==> src/rtl/insn_fetch_pkg.sv <==
// Shared definitions for the instruction fetch unit.
//  INSN_W   : instruction word width
//  PC_STEP  : byte increment between consecutive instruction words
//  NOP      : NOP encoding shared with the decoder. It is also the reset value of the
//             prefetch storage, so insn reads as 0 out of reset.
//  fetch_state_e : fetch FSM states
//  align_pc : forces an address onto a word boundary (bit0 cleared)
package insn_fetch_pkg;

    localparam int          INSN_W  = 16;
    localparam logic [15:0] PC_STEP = 16'd2;
    localparam logic [15:0] NOP     = 16'h0000;

    typedef enum logic {
        S_IDLE = 1'b0,
        S_REQ  = 1'b1
    } fetch_state_e;

    function automatic logic [15:0] align_pc(input logic [15:0] pc);
        return pc & ~16'h0001;
    endfunction

endpackage

==> src/rtl/insn_fetch_fifo.sv <==
// Prefetch FIFO for the fetch unit.
// Synchronous FIFO with a registered head. Flush has priority over push and pop.
// Ports:
//  clk, rst          clock, asynchronous active-high reset
//  push, push_data   write one entry (ignored when full, unless a pop frees a slot)
//  pop               drop the head entry (ignored when empty)
//  flush             empty the FIFO
//  count             number of valid entries (0..DEPTH)
//  head              oldest entry
module fetch_fifo
    import insn_fetch_pkg::*;
#(
    parameter int DEPTH = 2,
    parameter int W     = 32
) (
    input  logic                   clk,
    input  logic                   rst,
    input  logic                   push,
    input  logic [W-1:0]           push_data,
    input  logic                   pop,
    input  logic                   flush,
    output logic [$clog2(DEPTH):0] count,
    output logic [W-1:0]           head
);

    localparam int             AW   = $clog2(DEPTH);
    localparam logic [AW:0]    FULL = (AW+1)'(DEPTH);
    localparam logic [W-1:0]   INIT = W'(NOP);

    logic [AW-1:0] wr_ptr_reg;
    logic [AW-1:0] rd_ptr_reg;
    logic [AW:0]   count_reg;
    logic [W-1:0]  mem_reg [DEPTH];
    logic          do_push;
    logic          do_pop;

    assign do_pop  = pop && !flush && (count_reg != '0);
    assign do_push = push && !flush && ((count_reg != FULL) || do_pop);

    always_ff @(posedge clk or posedge rst) begin
        if (rst) begin
            wr_ptr_reg <= '0;
            rd_ptr_reg <= '0;
            count_reg  <= '0;
        end else if (flush) begin
            wr_ptr_reg <= '0;
            rd_ptr_reg <= '0;
            count_reg  <= '0;
        end else begin
            if (do_push) wr_ptr_reg <= wr_ptr_reg + 1'b1;
            if (do_pop)  rd_ptr_reg <= rd_ptr_reg + 1'b1;
            case ({do_push, do_pop})
                2'b10:   count_reg <= count_reg + 1'b1;
                2'b01:   count_reg <= count_reg - 1'b1;
                default: count_reg <= count_reg;
            endcase
        end
    end

    // Storage is reset so the head (and thus insn/insn_pc) reads zero out of reset.
    always_ff @(posedge clk or posedge rst) begin
        if (rst) begin
            for (int i = 0; i < DEPTH; i++) mem_reg[i] <= INIT;
        end else if (do_push) begin
            mem_reg[wr_ptr_reg] <= push_data;
        end
    end

    assign count = count_reg;
    assign head  = mem_reg[rd_ptr_reg];

endmodule

==> src/rtl/insn_fetch.sv <==
// Instruction fetch unit: fetches 16-bit words from imem at fetch_pc, buffers them in a
// prefetch FIFO and presents them to the decoder with a valid/ready handshake.
// Execute-stage IP loads arrive on redirect; they flush the FIFO and restart fetching.
// Ports:
//  clk, rst                clock, asynchronous active-high reset
//  imem_req/imem_addr      read request, held with a stable address until imem_ack
//  imem_ack/imem_rdata     request completion and returned word
//  insn/insn_pc/insn_valid head-of-FIFO instruction and its byte address
//  insn_ready              consumer accepts insn this cycle
//  redirect/redirect_pc    new instruction pointer from execute
module insn_fetch
    import insn_fetch_pkg::*;
#(
    parameter int          DEPTH    = 2,
    parameter logic [15:0] RESET_PC = 16'h0000
) (
    input  logic              clk,
    input  logic              rst,
    output logic              imem_req,
    output logic [15:0]       imem_addr,
    input  logic              imem_ack,
    input  logic [INSN_W-1:0] imem_rdata,
    output logic [INSN_W-1:0] insn,
    output logic [15:0]       insn_pc,
    output logic              insn_valid,
    input  logic              insn_ready,
    input  logic              redirect,
    input  logic [15:0]       redirect_pc
);

    localparam int            CW   = $clog2(DEPTH) + 1;
    localparam logic [CW-1:0] FULL = CW'(DEPTH);

    fetch_state_e  state_reg, state_next;
    logic [15:0]   fetch_pc_reg, fetch_pc_next;
    logic [15:0]   req_addr_reg, req_addr_next;
    logic          drop_reg, drop_next;
    logic          push;
    logic          pop;
    logic          ack_taken;
    logic [CW-1:0] fifo_count;
    logic [31:0]   fifo_head;

    fetch_fifo #(
        .DEPTH (DEPTH),
        .W     (32)
    ) u_fifo (
        .clk       (clk),
        .rst       (rst),
        .push      (push),
        .push_data ({imem_rdata, req_addr_reg}),
        .pop       (pop),
        .flush     (redirect),
        .count     (fifo_count),
        .head      (fifo_head)
    );

    assign insn_valid = (fifo_count != '0);
    assign insn       = fifo_head[31:16];
    assign insn_pc    = fifo_head[15:0];
    assign pop        = insn_valid && insn_ready;
    assign imem_req   = (state_reg == S_REQ);
    // The request address has its own register: a redirect moves fetch_pc while the
    // outstanding request must keep presenting the old address.
    assign imem_addr  = req_addr_reg;
    // An ack only counts while a request is outstanding.
    assign ack_taken  = (state_reg == S_REQ) && imem_ack;

    always_ff @(posedge clk or posedge rst) begin
        if (rst) begin
            state_reg    <= S_IDLE;
            fetch_pc_reg <= RESET_PC;
            req_addr_reg <= RESET_PC;
            drop_reg     <= 1'b0;
        end else begin
            state_reg    <= state_next;
            fetch_pc_reg <= fetch_pc_next;
            req_addr_reg <= req_addr_next;
            drop_reg     <= drop_next;
        end
    end

    always_comb begin
        state_next    = state_reg;
        fetch_pc_next = fetch_pc_reg;
        req_addr_next = req_addr_reg;
        drop_next     = drop_reg;
        push          = 1'b0;

        case (state_reg)
            S_IDLE: begin
                if (redirect) begin
                    state_next    = S_REQ;
                    req_addr_next = align_pc(redirect_pc);
                end else if ((fifo_count < FULL) || pop) begin
                    // A pop this cycle frees a slot, so a full FIFO resumes at once.
                    state_next    = S_REQ;
                    req_addr_next = fetch_pc_reg;
                end
            end
            S_REQ: begin
                if (ack_taken) begin
                    if (redirect) begin
                        // Word belongs to the old stream; refetch from the new IP.
                        state_next    = S_REQ;
                        req_addr_next = align_pc(redirect_pc);
                        drop_next     = 1'b0;
                    end else if (drop_reg) begin
                        // Discard the stale word; fetch_pc already holds the redirect target.
                        state_next    = S_REQ;
                        req_addr_next = fetch_pc_reg;
                        drop_next     = 1'b0;
                    end else begin
                        push          = 1'b1;
                        fetch_pc_next = fetch_pc_reg + PC_STEP;
                        state_next    = S_IDLE;
                    end
                end else if (redirect) begin
                    // Request cannot be aborted: let it complete and throw the word away.
                    drop_next = 1'b1;
                end
            end
            default: state_next = S_IDLE;
        endcase

        if (redirect) fetch_pc_next = align_pc(redirect_pc);
    end

endmodule
==> config.mk <==
export PLATFORM = sky130hd
export DESIGN_NAME = insn_fetch
export DESIGN_NICKNAME = d
export VERILOG_FILES = /design/src/rtl/insn_fetch_pkg.sv /design/src/rtl/insn_fetch_fifo.sv /design/src/rtl/insn_fetch.sv
export SDC_FILE = /design/constraint.sdc
export NUM_CORES = 1
export LEC_CHECK = 0
export ABC_CLOCK_PERIOD_IN_PS = 7500
export BUFFER_PORTS_ARGS = -buffer_cell sky130_fd_sc_hd__buf_2
export CORE_UTILIZATION = 50
export DETAILED_ROUTE_END_ITERATION = 7
export PLACE_DENSITY = 0.83
export SYNTH_ARGS = -nofsm -noshare
export SYNTH_HDL_FRONTEND = slang
export SYNTH_SLANG_ARGS = --single-unit
==> constraint.sdc <==
create_clock -name clk -period 7.5 [get_ports clk]
set_input_delay 0.375 -clock clk [delete_from_list [all_inputs] [get_ports clk]]
set_output_delay 0.375 -clock clk [all_outputs]
set_load 0.1 [all_outputs]
==> metrics.md, run 1 <==
| Metric | Value |
|---|---|
| Status | `finished with violations` |
| Failing checks | `DRC` |
| Vias post-DR | `between 3000 and 4000` |
| Register area | `around 2500 sq um` |
| Die outline width | `just under 100 um` |
| Final hold violations | `0` |
| Post-layout util | `between 50% and 60%` |
| Total Power | `about 0.0022 W` |
| Vias per std cell | `5.60` |
| Number of port buffers | `85` |
| Layout cell share with drive strength beyond 1 | `45.7%` |
| # setup viols final | `0` |
| Worst min-delay path class | `in -> reg` |
| Pin count of the biggest net entering global routing | `74` |
| Top-count cell post-synth | `dfrtp_1` |
| Max_cap viols | `0` |
| Row count | `34` |
| Vias in the first global route | `roughly 3200` |
| Clock sinks | `slightly above 100` |
| Crit share post-route | `between 30% and 40%` |
| CTS Buffer Depth | `2` |
| CTS Buf Count | `9` |
| Gr usage total | `20.8%` |
| WL final | `9250 um` |
| Synthesized area per cell | `~13 sq um` |
| CP Data Required Time | `approximately 7 ns` |
| Crit path DAT | `approximately 2.1 ns` |
| Layout Cells excl Fill | `~560` |
| Total Nets Final | `slightly below 500` |
| Tmin final | `2.51 ns` |
| Most instantiated cells after synthesis | `101 x dfrtp_1, 93 x mux2_2, 30 x nand2_1` |
| Synth Register Bits | `101` |
| Die Y-Extent | `approximately 98 um` |
| P_leak | `around 2.3 nW` |
| Syn. warnings | `0` |
| DIE AREA | `9580 sq um` |
| EDFF count, synth | `0` |
| Maximum VDD drop | `approximately 0.22 mV` |
| # resized after CTS | `0` |
| Critical path type | `reg -> out` |
| Ys flop type | `dfrtp_1` |
| CTS H-tree lvls | `3` |
| Routed Antenna Nets | `0` |
| Grt ovf | `0` |
| Clk_lat worst skew | `roughly 0.36 ns` |
| Async set-reset flop share out of synthesis | `100%` |
| Clk_skew | `around 0.017 ns` |
| Remaining DRCs | `7` |
| WL/cell | `between 15 and 20 um` |
| Syn Nets | `405` |
| Post-CTS setup buffer count | `0` |
| Internal reg-to-reg setup slack | `5.17 ns` |
| Initial Utilization | `around 52%` |
| Count of different cell masters after synthesis | `39` |
| Placed cells | `~540` |
| Floorplan Core Area | `a little under 9000 sq um` |
| # diodes | `0` |
| Area share of the largest cell type after synthesis | `around 55%` |
| Slew HR | `between 30% and 40%` |
| CTS Hold Buffers Added | `1` |
| Worst Setup End Kind | `primary output` |
| RSZ-0062 raised after global routing | `false` |
| Startpoint type of the worst setup path | `flop` |
| CTS tree | `built` |
| Power per Cell Area | `approximately 410 nW/um^2` |
| Crit-path max FO | `21` |
| Synth area leader | `dfrtp_1` |
| RD Place Congestion | `between 0.8 and 0.9` |
| IO Pins | `87` |
| First-pass GRT wire length | `between 15000 and 20000 um` |
| TNS Setup | `0 ns` |
| Area of the multi-input gates | `between 1500 and 2000 sq um` |
| Clk root buf | `clkbuf_8` |
| Fmax | `0.398 GHz` |
| CTS clk-pin slew, worst paths | `around 0.1 ns` |
| Max reg flops | `between 60 and 70` |
| Slew @ Worst Pin | `0.904 ns` |
| Register area share after synthesis | `~55%` |
| Antenna violations before repair | `0` |
| Post-synthesis cell count | `between 300 and 400` |
| Number of max-slew violations in the final report | `0` |
| Filler instances | `736` |
| Ranking of synthesized cells by area | `dfrtp_1 55%, mux2_2 23%, nand2_1 2.4%, nor2_1 1.8%, a31oi_1 1.8%` |
| Mapped Area | `roughly 4600 sq um` |
| DP HPWL | `around 6400 um` |
| DRT iter0 DRCs | `around 110` |
| Area growth syn-to-layout | `14.6%` |
| Initial DRT Pass Iterations | `6` |
[report_power, final]
part	total (W)	internal [W]	switching, W
clock	0.000317	0.000133	0.000185
sequential	0.000817	0.000712	0.000105
combinational	0.00105	0.000252	0.000800
[cells by family (layout without fill, tap and decap cells)]
group / after synthesis / after routing / synth area share [%]
buffers and inverters: 26 / 112 / 3.13
AO/OA/AOI/OAI: 42 / 42 / 5.85
adder cells (fa/ha/maj): 1 / 1 / 0.272
XOR/XNOR: 12 / 12 / 2.29
AND/OR/NAND/NOR: 88 / 88 / 9.74
multiplexers: 97 / 97 / 23.7
flip-flops: 101 / 101 / 55.0
[final cells by class]
| cell class | count | area share [%] |
|---|---|---|
| inverters | 5 | 0.404 |
| repair buffers | 91 | 8.97 |
| multi-input cells | 240 | 36.6 |
| flip-flops and latches | 101 | 48.0 |
| clock inverters | 5 | 0.783 |
| clock buffers | 11 | 2.68 |
| well taps | 108 | 2.56 |
[path summary, 6_finish.rpt]
kind	start	end	cells after the start
max in group asynchronous	rst	imem_addr[0]	4
max	u_fifo.rd_ptr_reg	insn_pc[1]	3
max reg2reg	imem_req	u_fifo.mem_reg[23]	5
min	redirect_pc[2]	fetch_pc_reg[2]	3
min reg2reg	u_fifo.mem_reg[6]	u_fifo.mem_reg[6]	1
min in group asynchronous	rst	u_fifo.mem_reg[34]	3
[stage by stage]
stage               worst slack, ns  area [sq um]  hold WS (ns)
finish                         4.99          5270         0.247
global placement               5.21          5080         0.371
floorplan                      4.48          4600         0.452
detailed placement             5.13          5080         0.384
global route                   4.86          5270         0.241
CTS                            4.92          5270         0.229
[worst max-delay path, cell delays in order (launching register included)]
cell and delay, ns:
dfrtp_1 0.69, buf_4 0.40, mux2_2 0.39, buf_2 0.29
[placed cells by master, fill, tap and decap left out, drive strengths merged, types with 2 or more instances in the layout]
| cell type | count |
|---|---|
| clkbuf | 11 |
| nor2 | 22 |
| nand4 | 7 |
| a221o | 2 |
| dfrtp | 101 |
| xor2 | 5 |
| mux2 | 96 |
| a31oi | 13 |
| nor4 | 4 |
| nand3 | 4 |
| nand4b | 2 |
| buf | 90 |
| nor3 | 7 |
| xnor2 | 7 |
| nor3b | 2 |
| nor2b | 4 |
| a21oi | 7 |
| clkinvlp | 2 |
| o21ai | 14 |
| nand2 | 30 |
| or2 | 2 |
| inv | 7 |
[metal layers]
metal  part of all wire [%]  global-route usage, %  vias up
met5                      0                      0        -
met3                    5.7                   4.51       15
li1                       -                      -     1465
met1                     43                   27.0     1564
met2                     50                   35.0       95
met4                    1.5                   6.64        0
Note: power is estimated with default switching activity, not from simulation.
==> run 2, diff against run 1 <==
ABC_CLOCK_PERIOD_IN_PS = 2450   (was 7500)
clock period = 2.45 ns   (was 7.5 ns; I/O delays follow)
==> run 2 against run 1 <==
The run still ends with DRC left. Hold slack lost 0.23 ns. Non-clock buffer count grew 18. Total power grew to 3.3 times the previous value. Sequential power grew to 3.0 times the previous value. Critical endpoint is now u_fifo.mem_reg[21].
==> metrics.md, run 2 (synthesis gave the netlist of run 1 again) <==
| Metric | Value |
|---|---|
| Floorplan Core Area | `8810 sq um (unchanged)` |
| Die Y-Extent | `97.9 um (unchanged)` |
| Failing checks | `DRC (unchanged)` |
| Clk root buf | `clkbuf_8 (unchanged)` |
| Hold path startpoint | `imem_rdata[9] (was redirect_pc[2])` |
| Hold Crit Endpoint | `u_fifo.mem_reg[25] (was fetch_pc_reg[2])` |
| Power per Cell Area | `1270 nW/um^2 (was 415 nW/um^2)` |
| Grt ovf | `0 (unchanged)` |
| CTS clk-pin slew, worst paths | `0.10 ns (about the same)` |
| Pin count of the biggest net entering global routing | `102 (was 74)` |
| Critical path type | `reg -> reg (was reg -> out)` |
| Antenna violations before repair | `0 (unchanged)` |
| Max reg flops | `64 (unchanged)` |
| Vias per std cell | `5.54 (was 5.60)` |
| Routed Antenna Nets | `0 (unchanged)` |
| CTS tree | `built (unchanged)` |
| Slowest cell on the critical path | `dfrtp_1 (unchanged)` |
| RD Place Congestion | `0.869 (was 0.873)` |
| Number of port buffers | `85 (unchanged)` |
| Clock power share | `15.1% (was 14.5%)` |
| Crit-path max FO | `22 (was 21)` |
| Post-CTS setup buffer count | `0 (unchanged)` |
| Clk_lat worst skew | `0.35 ns (was 0.36 ns)` |
| Final hold violations | `0 (unchanged)` |
| Gr usage total | `21.0% (was 20.8%)` |
| P_leak | `2.47 nW (was 2.32 nW)` |
| Remaining DRCs | `4 (was 7)` |
| DP HPWL | `6420 um (was 6350 um)` |
| Layout Cells excl Fill | `579 (was 561)` |
| IO Pins | `87 (unchanged)` |
| DRT iter0 DRCs | `129 (was 113)` |
| Total Nets Final | `504 (was 486)` |
| DIE AREA | `9580 sq um (unchanged)` |
| RSZ-0062 raised after global routing | `false (unchanged)` |
| Max_cap viols | `0 (unchanged)` |
| Critical Path, Cell by Cell | `and3b_1 > o31ai_4 > nor3b_4 > buf_4 > mux2_2 (was buf_4 > mux2_2 > buf_2)` |
| Status | `finished with violations (unchanged)` |
| Switch share | `47.5% (was 49.9%)` |
| Worst Setup End Kind | `flop (was primary output)` |
| Clk_skew | `0.0106 ns (was 0.0166 ns)` |
| Most frequent cells in the layout | `100 x dfrtp_1, 93 x mux2_2, 74 x buf_2 (was 101 x dfrtp_1, 93 x mux2_2, 85 x buf_2)` |
| WL final | `9490 um (was 9250 um)` |
| Int Pwr | `0.00376 W (was 0.00110 W)` |
| First-pass GRT wire length | `15900 um (was 15700 um)` |
| Tmin final | `around 1.9 ns` |
| Hold Path Depth | `2 (was 3)` |
| Vias post-DR | `3210 (was 3139)` |
| Internal reg-to-reg setup slack | `0.57 ns (was 5.17 ns)` |
| Worst reg2reg path depth | `5 (unchanged)` |
| Area growth syn-to-layout | `22.7% (was 14.6%)` |
| Number of max-slew violations in the final report | `0 (unchanged)` |
| Reg-to-Reg End | `u_fifo.mem_reg[21] (was u_fifo.mem_reg[23])` |
| CP Data Required Time | `2.69 ns (was 7.12 ns)` |
| Sw power | `0.00340 W (was 0.00109 W)` |
| CTS Buffer Depth | `2 (unchanged)` |
| # setup viols final | `0 (unchanged)` |
| Initial Utilization | `52.2% (unchanged)` |
| Initial DRT Pass Iterations | `6 (unchanged)` |
| Slew @ Worst Pin | `0.526 ns (was 0.904 ns)` |
| Vias in the first global route | `3185 (was 3153)` |
| Crit path DAT | `2.12 ns (was 2.14 ns)` |
| Maximum VDD drop | `0.733 mV (was 0.221 mV)` |
| Max incr delay on CP | `0.42 ns (was 0.69 ns)` |
| Clock sinks | `101 (unchanged)` |
| CTS H-tree lvls | `3 (unchanged)` |
| Crit share post-route | `approximately three quarters` |
| Worst min-delay path class | `in -> reg (unchanged)` |
| Commonest non-fill, non-tap cell in the layout | `dfrtp_1 (unchanged)` |
| # diodes | `0 (unchanged)` |
| Slew HR | `64.9% (was 39.7%)` |
| CTS Buf Count | `9 (unchanged)` |
| Part of the power in registers | `34.8% (was 37.4%)` |
| Layout cell share with drive strength beyond 1 | `45.6% (was 45.7%)` |
| Placed cells | `550 (was 544)` |
| Row count | `34 (unchanged)` |
| Reg-to-reg startpoint | `drop_reg (was imem_req)` |
| TNS Setup | `0 ns (unchanged)` |
| WL/cell | `16.4 um (was 16.5 um)` |
| Startpoint type of the worst setup path | `flop (unchanged)` |
| Die outline width | `97.9 um (unchanged)` |
| Comb pwr share | `50.1% (was 48.1%)` |
| Fmax | `about 0.53 GHz` |
==> run 2: cell count changes in the layout (fill, tap and decap cells not counted), sizes merged <==
cell         previous run  this run
dlygate4sd3             1        13
buf                    90        96
bufinv                  0         1
clkbuf                 11        10
clkinv                  1         2
inv                     7         6
==> run 2: how the worst max path moves through the flow <==
stage / startpoint / end / slack [ns]
2_1_floorplan: imem_req / u_fifo.mem_reg[10] / 0.22
3_3_place_gp: drop_reg / u_fifo.mem_reg[18] / 0.60
3_5_place_dp: drop_reg / u_fifo.mem_reg[26] / 0.57
4_1_cts: drop_reg / u_fifo.mem_reg[21] / 0.56
5_1_grt: drop_reg / u_fifo.mem_reg[19] / 0.44
6_report: drop_reg / u_fifo.mem_reg[21] / 0.57
==> run 2: final cells by class <==
type                    instances  area (sq um)
fillers                       656          3170
flip-flops and latches        101          2530
inverters                       5          22.5
well taps                     108           135
clock inverters                 6          68.8
multi-input cells             240          1930
clock buffers                  10           138
repair buffers                109           816
==> run 2: worst max-delay path, delay by kind of cell (launching register included) <==
family,cells,cell delay (ns)
AOI/OAI and AO/OA,1,0.13
and+or+nand+nor,2,0.48
muxes,1,0.38
buffers and inverters,1,0.35
DFF,1,0.42
==> run 2: power groups by stage <==
| stage | clock network [W] | logic, W | registers [W] |
|---|---|---|---|
| detailed placement | 0 | 0.00358 | 0.00252 |
| finish | 0.00108 | 0.00359 | 0.00249 |
| global placement | 0 | 0.00353 | 0.00247 |
| global route | 0.00118 | 0.00371 | 0.00256 |
| floorplan | 0 | 0.00254 | 0.00278 |
| CTS | 0.00111 | 0.00361 | 0.00249 |
==> run 2: repair_timing <==
item,CTS,global route
hold buffers,10,3
endpoints found under the setup margin,0,0
gates resized for setup,0,0
endpoints found under the hold margin,111,3
==> run 2: per-layer routing <==
layer	vias to the layer above	global-route usage (%)	wire length, um
li1	1503	-	-
met5	-	0	0
met3	13	3.22	376
met4	0	7.46	146
met2	84	35.2	4710
met1	1610	27.9	4260
==> run 2: metrics by stage <==
stage	setup slack [ns]	util, %	instance area, sq um	hold slack, ns	power, W
CTS	0.559	63.7	5610	0.000805	0.00721
finish	0.566	64.0	5640	0.0116	0.00716
floorplan	0.224	-	4600	0.212	0.00531
global placement	0.599	60.2	5300	0.310	0.00600
detailed placement	0.574	60.2	5300	0.319	0.00611
global route	0.442	64.0	5640	0.000898	0.00745
